`src/rtl/usb4_clk_en_gen_pkg.sv`:
```
`default_nettype none
// ============================================================================
// Module      : usb4_clk_en_gen_pkg
// Description : Shared reset-sequencer states and standard strobe increments.
// Revision    : 1.0 - initial release
// ============================================================================
package usb4_clk_en_gen_pkg;

    typedef enum logic [1:0] {
        ST_HOLD  = 2'd0,
        ST_COUNT = 2'd1,
        ST_RUN   = 2'd2
    } seq_state_t;

    // 32-bit increments for an 80 GHz local_clk: round(f / 80e9 * 2^32)
    localparam int          c_ref_w       = 32;
    localparam logic [31:0] c_inc_9g697   = 32'd520603723;
    localparam logic [31:0] c_inc_10g     = 32'd536870912;
    localparam logic [31:0] c_inc_19g394  = 32'd1041207447;
    localparam logic [31:0] c_inc_20g     = 32'd1073741824;
    localparam logic [31:0] c_inc_40g     = 32'd2147483648;
    localparam logic [31:0] c_inc_1m      = 32'd53687;

    function automatic logic [47:0] scale_inc(input logic [31:0] inc32, input int acc_w);
        logic [47:0] w_res;
        if (acc_w >= c_ref_w) begin
            w_res = 48'(inc32) << (acc_w - c_ref_w);
        end else begin
            w_res = 48'(inc32 >> (c_ref_w - acc_w));
        end
        return w_res;
    endfunction

endpackage
`default_nettype wire

```
`src/rtl/usb4_phase_acc.sv`:
```
`default_nettype none
// ============================================================================
// Module      : usb4_phase_acc
// Description : One strobe channel: phase accumulator, phase-aligned pending
//               increment update and registered carry strobe.
// Revision    : 1.0 - initial release
// ============================================================================
module usb4_phase_acc
    import usb4_clk_en_gen_pkg::*;
#(
    parameter int ACC_W = 32
) (
    input  logic             clk,
    input  logic             rst,
    input  logic             i_en,
    input  logic             i_wr,
    input  logic [ACC_W-1:0] i_wr_inc,
    output logic             o_strobe,
    output logic             o_pending
);

    logic [ACC_W-1:0] r_acc;
    logic [ACC_W-1:0] r_inc;
    logic [ACC_W-1:0] r_pend_inc;
    logic             r_pend;
    logic             r_strobe;
    logic [ACC_W:0]   w_sum;
    logic             w_carry;
    logic             w_apply;

    assign w_sum   = {1'b0, r_acc} + {1'b0, r_inc};
    assign w_carry = i_en & w_sum[ACC_W];
    // Swap increments on the wrap so the pulse in flight keeps its spacing.
    assign w_apply = r_pend & (w_carry | ~i_en);

    always_ff @(posedge clk) begin
        if (!rst) begin
            r_acc      <= '0;
            r_inc      <= '0;
            r_pend_inc <= '0;
            r_pend     <= 1'b0;
            r_strobe   <= 1'b0;
        end else begin
            if (i_en) begin
                r_acc <= w_sum[ACC_W-1:0];
            end
            r_strobe <= w_carry;
            if (w_apply) begin
                r_inc  <= r_pend_inc;
                r_pend <= 1'b0;
            end else if (i_wr) begin
                r_pend_inc <= i_wr_inc;
                r_pend     <= 1'b1;
            end
        end
    end

    assign o_strobe  = r_strobe;
    assign o_pending = r_pend;

endmodule
`default_nettype wire

```
`src/rtl/usb4_clk_en_gen.sv`:
```
`default_nettype none
// ============================================================================
// Module      : usb4_clk_en_gen
// Description : Multi-channel fractional clock-enable generator with a
//               strobe-counted downstream reset sequencer.
// Revision    : 1.0 - initial release
// ============================================================================
module usb4_clk_en_gen
    import usb4_clk_en_gen_pkg::*;
#(
    parameter int NUM_CH   = 4,
    parameter int ACC_W    = 32,
    parameter int RST_HOLD = 3,
    parameter int CNT_W    = 32
) (
    input  logic                                        local_clk,
    input  logic                                        rst,
    input  logic [NUM_CH-1:0]                           ch_en,
    input  logic                                        cfg_valid,
    input  logic [$clog2(NUM_CH > 1 ? NUM_CH : 2)-1:0]  cfg_ch,
    input  logic [ACC_W-1:0]                            cfg_inc,
    output logic                                        cfg_ready,
    output logic                                        cfg_err,
    input  logic                                        sw_rst_req,
    output logic [NUM_CH-1:0]                           strobe_o,
    output logic                                        rst_out,
    output logic [CNT_W-1:0]                            ch0_cnt_o
);

    localparam int         CH_W        = $clog2(NUM_CH > 1 ? NUM_CH : 2);
    localparam logic [7:0] c_hold_last = 8'(RST_HOLD - 1);

    logic [NUM_CH-1:0] w_pending;
    logic [NUM_CH-1:0] w_wr;
    logic              w_accept;
    logic              w_ch_valid;
    logic              r_cfg_err;
    logic [CNT_W-1:0]  r_ch0_cnt;
    seq_state_t        r_state;
    logic [7:0]        r_hold_cnt;
    logic              r_rst_out;

    // One write in flight across all channels keeps the handshake trivial.
    assign cfg_ready  = ~|w_pending;
    assign w_accept   = cfg_valid & cfg_ready;
    assign w_ch_valid = (32'(cfg_ch) < 32'(NUM_CH));

    for (genvar i = 0; i < NUM_CH; i++) begin : g_ch
        assign w_wr[i] = w_accept & w_ch_valid & (cfg_ch == CH_W'(i));

        usb4_phase_acc #(
            .ACC_W (ACC_W)
        ) u_phase_acc (
            .clk       (local_clk),
            .rst       (rst),
            .i_en      (ch_en[i]),
            .i_wr      (w_wr[i]),
            .i_wr_inc  (cfg_inc),
            .o_strobe  (strobe_o[i]),
            .o_pending (w_pending[i])
        );
    end

    always_ff @(posedge local_clk) begin
        if (!rst) begin
            r_cfg_err <= 1'b0;
            r_ch0_cnt <= '0;
        end else begin
            r_cfg_err <= w_accept & ~w_ch_valid;
            if (strobe_o[0]) begin
                r_ch0_cnt <= r_ch0_cnt + 1'b1;
            end
        end
    end

    always_ff @(posedge local_clk) begin
        if (!rst) begin
            r_state    <= ST_HOLD;
            r_hold_cnt <= '0;
            r_rst_out  <= 1'b0;
        end else begin
            case (r_state)
                ST_HOLD: begin
                    r_state    <= ST_COUNT;
                    r_hold_cnt <= '0;
                    r_rst_out  <= 1'b0;
                end
                ST_COUNT: begin
                    if (sw_rst_req) begin
                        r_hold_cnt <= '0;
                    end else if (strobe_o[0]) begin
                        if (r_hold_cnt == c_hold_last) begin
                            r_state   <= ST_RUN;
                            r_rst_out <= 1'b1;
                        end else begin
                            r_hold_cnt <= r_hold_cnt + 8'd1;
                        end
                    end
                end
                ST_RUN: begin
                    if (sw_rst_req) begin
                        r_state   <= ST_HOLD;
                        r_rst_out <= 1'b0;
                    end
                end
                default: begin
                    r_state   <= ST_HOLD;
                    r_rst_out <= 1'b0;
                end
            endcase
        end
    end

    assign cfg_err   = r_cfg_err;
    assign rst_out   = r_rst_out;
    assign ch0_cnt_o = r_ch0_cnt;

endmodule
`default_nettype wire

```
`config.mk`:
```
export PLATFORM = sky130hd
export DESIGN_NAME = usb4_clk_en_gen
export DESIGN_NICKNAME = d
export VERILOG_FILES = /design/src/rtl/usb4_clk_en_gen_pkg.sv /design/src/rtl/usb4_phase_acc.sv /design/src/rtl/usb4_clk_en_gen.sv
export SDC_FILE = /design/constraint.sdc
export NUM_CORES = 1
export LEC_CHECK = 0
export CORE_MARGIN = 2
export CORE_UTILIZATION = 35
export DETAILED_ROUTE_END_ITERATION = 7
export HOLD_SLACK_MARGIN = 0.03
export PLACE_DENSITY_LB_ADDON = 0.3
export SLEW_MARGIN = 25
export SYNTH_ARGS = -nofsm -noshare
export SYNTH_HDL_FRONTEND = slang
export SYNTH_SLANG_ARGS = --single-unit
export TNS_END_PERCENT = 100
```
`constraint.sdc`:
```
create_clock -name local_clk -period 3.5 [get_ports local_clk]
set_input_delay 0.875 -clock local_clk [delete_from_list [all_inputs] [get_ports local_clk]]
set_output_delay 0.875 -clock local_clk [all_outputs]
set_load 0.02 [all_outputs]
```
-- Yosys cells after proc, flatten, opt, wreduce, memory -nomap -nowiden
Index checks and enable logic that the tools add are counted.
- $add $sub $neg: 6
- equal/unequal tests: 12
- multiplexer cells: 14
- bitwise operators: 26
- reduce and logical (&&, ||, !) cells: 15
- operators with widths (kind ; number):
    $add 32x32->33 ; 4
    $add 32x1->32 const B ; 1
    $mux 8 ; 3
    $pmux 8 s2 ; 1
    $and 1x1->1 ; 13
    $not 1->1 ; 9
    $add 8x1->8 const B ; 1
    $eq 8x2->1 const B ; 1
    $mux 2 ; 4
    $reduce_and 2->1 ; 4
    $reduce_or 2->1 ; 4
    $eq 2x2->1 const B ; 3
    $ne 2x2->1 const B ; 3
    $pmux 2 s3 ; 1
    $eq 2x1->1 const B ; 2
    $logic_not 2->1 ; 2
    $mux 1 ; 4
    $or 1x1->1 ; 4
    $reduce_and 4->1 ; 1
    $reduce_or 4->1 ; 1
    $ne 3x2->1 const B ; 1
    $ne 3x3->1 const B ; 1
    $reduce_and 3->1 ; 1
    $ne 2x1->1 const B ; 1
    3 further kinds ; 3
- register bits after elaboration: 435
- output and inout port bits: 39
- word-level logic and storage cells: 97

-- Depth between registers and ports, before layout
- word-level depth: 6
- depth in mapped cells: 14
- gate-level depth less buffers: 12

-- Cells and area by module
A second synthesis with hierarchy kept.
- cells, all modules: 2762
- area, all modules: 23749.0 um^2
- by module, submodules not included (module ; instances ; cells each ; area an instance (um^2) ; sequential area each (um^2)):
    usb4_phase_acc at g_ch[0].u_phase_acc ... ; 3 ; 620 ; 5372.7 ; 1961.9
    usb4_phase_acc at g_ch[3].u_phase_acc ; 1 ; 661 ; 5579.1 ; 1961.9
    usb4_clk_en_gen ; 1 ; 241 ; 2052.0 ; 840.8

-- Least setup slack after synthesis
OpenSTA, ideal clock, no wires.
- kind: reg2reg
- from: register g_ch[0].u_phase_acc.r_inc[0]
- to: register g_ch[0].u_phase_acc.r_inc[10]
- data arrival time: 2674 ps
- required time: 3372 ps
- setup slack: 698 ps
- cell stages (with the launch flop): 14
- path buffers: 2
- cell sequence: dfxtp_1 ha_1 fa_1 a211oi_2 o2111ai_1 a31oi_1 a22oi_2 and4_1 o2111ai_2 a41oi_2 buf_4 buf_4 nand3_1 o21ai_0
- word-level cells in the longest chain between the ends: 4
- RTL lines (what ; line ; source):
    from (decl) ; usb4_phase_acc.sv:23 ; logic [ACC_W-1:0] r_inc;
    from (signal assigned) ; usb4_phase_acc.sv:49 ; r_inc <= r_pend_inc;
    $add 32x32->33 ; usb4_phase_acc.sv:31 ; assign w_sum = {1'b0, r_acc} + {1'b0, r_inc};
    $and 1x1->1 ; usb4_phase_acc.sv:32 ; assign w_carry = i_en & w_sum[ACC_W];
    $or 1x1->1 ; usb4_phase_acc.sv:34 ; assign w_apply = r_pend & (w_carry | ~i_en);
    $and 1x1->1 ; usb4_phase_acc.sv:34 ;
No other way between the ends.
A chain may end at the register's enable or synchronous reset.

-- Final worst setup path
- from: register g_ch[0].u_phase_acc.r_inc[0]
- to: register g_ch[0].u_phase_acc.r_inc[9]
Same word-level chain as after synthesis.

==> summary.md <==
| Metric | Value |
|---|---|
| Worst setup margin | `0.316 ns` |
| Clock-pin slew of the registers on the worst-case setup and hold paths | `approximately 0.060 ns` |
| Core ar. | `roughly 63000 sq um` |
| Register area share after synthesis | `0.392` |
| Worst-Margin Slew | `0.606 ns` |
| Tot Pwr | `0.0114 W` |
| Pwr dens | `446 nW/um^2` |
| Worst Hold Class | `reg -> reg` |
| GP Congestion | `0.896` |
| TritonCTS buffer count | `50` |
| Post-Layout Cell Count | `3655` |
| Root Buffer | `clkbuf_16` |
| Fmax | `314 MHz` |
| Initial antenna violation count | `0` |
| CTS tree | `built` |
| Final setup fails | `0` |
| Synth unique cells | `86` |
| RSZ-0062 raised after global routing | `false` |
| Critical path's top delay family | `compound AO/OA/AOI/OAI gates` |
| Iter 0 DRT Violations | `1197` |
| FFs w/ async S/R, synth | `0` |
| Max Slew Vio Count | `0` |
| Detailed placement HPWL | `41200 um` |
| Placed cells | `3561` |
| Critical Path RT | `3.97 ns` |
| CP cell instances | `ha_1, fa_1, a211oi_2, o2111ai_1, a31oi_1, a22oi_2, and4_1, o2111ai_2, a41oi_4, buf_4, nand3_1, o21ai_0` |
| Multi-input gate area | `around 13000 sq um` |
| Placed Area | `23700 sq um` |
| Post-place setup slack | `0.326 ns` |
| Adder-cell share of the synthesized area | `0.0776` |
| Mapped Cells | `2770` |
| Global-route wire length before repair | `96000 um` |
| Die area | `65400 sq um` |
| Clock sink count | `434` |
| Final period util | `0.910` |
| Setup tns final | `0 ns` |
| IO buf count | `about 80` |
| Share of layout cells above drive strength 1 | `0.0573` |
| Most used flip-flop cell after synthesis | `dfxtp_1` |
| # DRC | `0` |
| Grt ovf | `0` |
| Critical path fanouts, max | `42` |
| Mean post-synth cell area | `8.00 sq um` |
| Largest net degree at the start of global routing | `84` |
| Post-Synth Simple-Gate Area | `0.210` |
| Vias in the first global route | `18700` |
| Status | `finished clean` |
| Peak VDD IR | `0.391 mV` |
| Xor and xnor area share after synthesis | `0.0510` |
| Mux contribution to synthesized area | `0.0327` |
| Drt total wl | `58900 um` |
| Endpoint type of the worst setup path | `flip-flop` |
| Max-Cap Viols | `0` |
| Row cnt | `92` |
| H-Tree Depth | `2` |
| Max clock buf depth | `3` |
| Initial Util | `0.353` |
| Clock Latency Late Sink | `0.60 ns` |
| Diode count | `0` |
| Via count | `19400` |
| Slowest cell on the critical path | `fa_1` |
| #FFs+latches synth | `about 430` |
| Worst EP arrival | `roughly 3.7 ns` |
| Syn nets | `roughly 2900` |
| Cell area after synthesis | `22200 sq um` |
| Layout-stage area growth over the synthesis result | `15.1%` |
| Compound-Gate Fraction of Synth Area | `0.198` |
| Critical Path Start | `g_ch[0].u_phase_acc.r_inc[0]` |
| Die Wd | `256 um` |
| Total setup buffers inserted after CTS | `0` |
| DR vias/cell | `~5.3` |
| # IOs | `81` |
| FF-to-FF Start | `g_ch[0].u_phase_acc.r_inc[0]` |
| Synthesis warning total | `0` |
| NumNets Final | `2944` |
| Crit Path Category | `reg -> reg` |
| Die height | `~260 um` |
| Final Hold Fails | `0` |
| Sequential Area | `approximately 8700 sq um` |
| Leakage | `~10 nW` |
| Number of synthesized flops with an enable pin | `0` |
| Slew headroom | `0.591` |
| Design area | `between 20000 and 30000 sq um` |
| Fill count | `6426` |
| Largest family of logic cells by synthesized area | `simple AND/OR/NAND/NOR gates` |
| Residual antenna-violating net count after detailed routing | `0` |
| DR WL/cell | `16.1 um` |
| Clock period minus worst slack | `3.18 ns` |
| Critical Path Source Type | `flip-flop` |
| Slowest stage delay, CP | `0.44 ns` |
| Pre-Repair DR Iteration Count | `5` |
| Clk_skew | `0.0271 ns` |
| Worst Min Path Start | `g_ch[1].u_phase_acc.r_pend_inc[14]` |
| CP Buf/Inv Count | `1` |
| All-layer global routing usage | `0.177` |
synth_stat cells, types with 20 or more instances:
library cell | n | area (sq um)
or3_1 | 20 | 125
xnor2_1 | 69 | 604
dfxtp_1 | 434 | 8690
a21oi_1 | 265 | 1330
a211oi_1 | 31 | 233
and3_1 | 21 | 131
nand3_1 | 200 | 1000
inv_1 | 38 | 143
a21o_1 | 62 | 465
mux2i_1 | 71 | 711
clkbuf_1 | 134 | 503
ha_1 | 131 | 1640
o21ai_0 | 225 | 1130
nand4_1 | 29 | 181
nand2_1 | 495 | 1860
nor2_1 | 204 | 766
a31oi_1 | 20 | 125
xor2_1 | 60 | 526
per-stage QoR:
step	hold slack (ns)	utilization
3_5_place_dp	0.447	0.377
6_report	0.447	0.406
4_1_cts	0.453	0.406
2_1_floorplan	0.429	-
3_3_place_gp	0.442	0.377
5_1_grt	0.469	0.406
cell usage in the layout (no fill, tap or decap), drive strengths merged, types with 14 or more instances in the layout:
master and count:
ha 131, nand2 495, nor2b 18, nor2 204
inv 40, a31oi 21, and3 23, dfxtp 434
or3 20, nand3 201, o21ai 236, xnor2 69
nand2b 14, a21o 63, mux2i 71, xor2 60
nor3 19, clkinv 17, clkbuf 65, clkdlybuf4s50 76
o21a 14, a211oi 32, nand4 29, a21oi 266
buf 38
sequential cells by signal (all words and copies together), names as in the netlist:
| name | count |
|---|---|
| r_state | 2 |
| g_ch.u_phase_acc.r_pend_inc | 128 |
| g_ch.u_phase_acc.r_acc | 128 |
| r_hold_cnt | 8 |
| ch0_cnt_o | 32 |
| g_ch.u_phase_acc.o_pending | 4 |
| g_ch.u_phase_acc.o_strobe | 4 |
| g_ch.u_phase_acc.r_inc | 128 |
where the power goes:
part | internal, W | switching (W)
sequential | 0.00501 | 0.0000390
combinational | 0.000160 | 0.000385
clock | 0.00359 | 0.00220
cell families (layout without fill, tap and decap cells):
group / Yosys count / after routing
other cells: 1 / 1
mux: 72 / 72
simple gates: 1058 / 1058
flops: 434 / 434
fa+ha+maj: 135 / 135
buf+inv: 210 / 249
xor+xnor: 129 / 129
compound gates: 731 / 731
cell type report:
class / count / share of cell area
multi-input cells: 2126 / 0.497
flip-flops and latches: 434 / 0.340
clock buffers: 65 / 0.0552
repair buffers: 114 / 0.0430
well taps: 846 / 0.0415
clock inverters: 29 / 0.0170
inverters: 41 / 0.00632
routing by layer:
layer  wire length [um]  GRT usage  part of all wire
met5                  0          0                 0
met4               1820     0.0619             0.031
met1              27300      0.228              0.46
met3               2990     0.0356             0.051
met2              26700      0.292              0.45
worst paths after layout:
check             slack (ns)  cells past startpoint                             to
setup / recovery        0.32                     12   g_ch[0].u_phase_acc.r_inc[9]
hold / removal          0.45                      2  g_ch[1].u_phase_acc.r_inc[14]
setup reg to reg        0.32                     12   g_ch[0].u_phase_acc.r_inc[9]
hold reg to reg         0.45                      2  g_ch[1].u_phase_acc.r_inc[14]
worst register-to-register path, delay by kind of cell, from the launching register on:
kind | cells | cell delay (ns)
and+or+nand+nor | 2 | 0.38
AOI/OAI and AO/OA | 7 | 1.39
buffers and inverters | 1 | 0.27
DFF | 1 | 0.32
adders and majority gates | 2 | 0.68
repair_timing:
action | CTS | global route
endpoints found under the setup margin | 0 | 32
hold buffers | 0 | 0
gates resized for setup | 0 | 2
No activity file was read; power rests on OpenSTA's default activity.
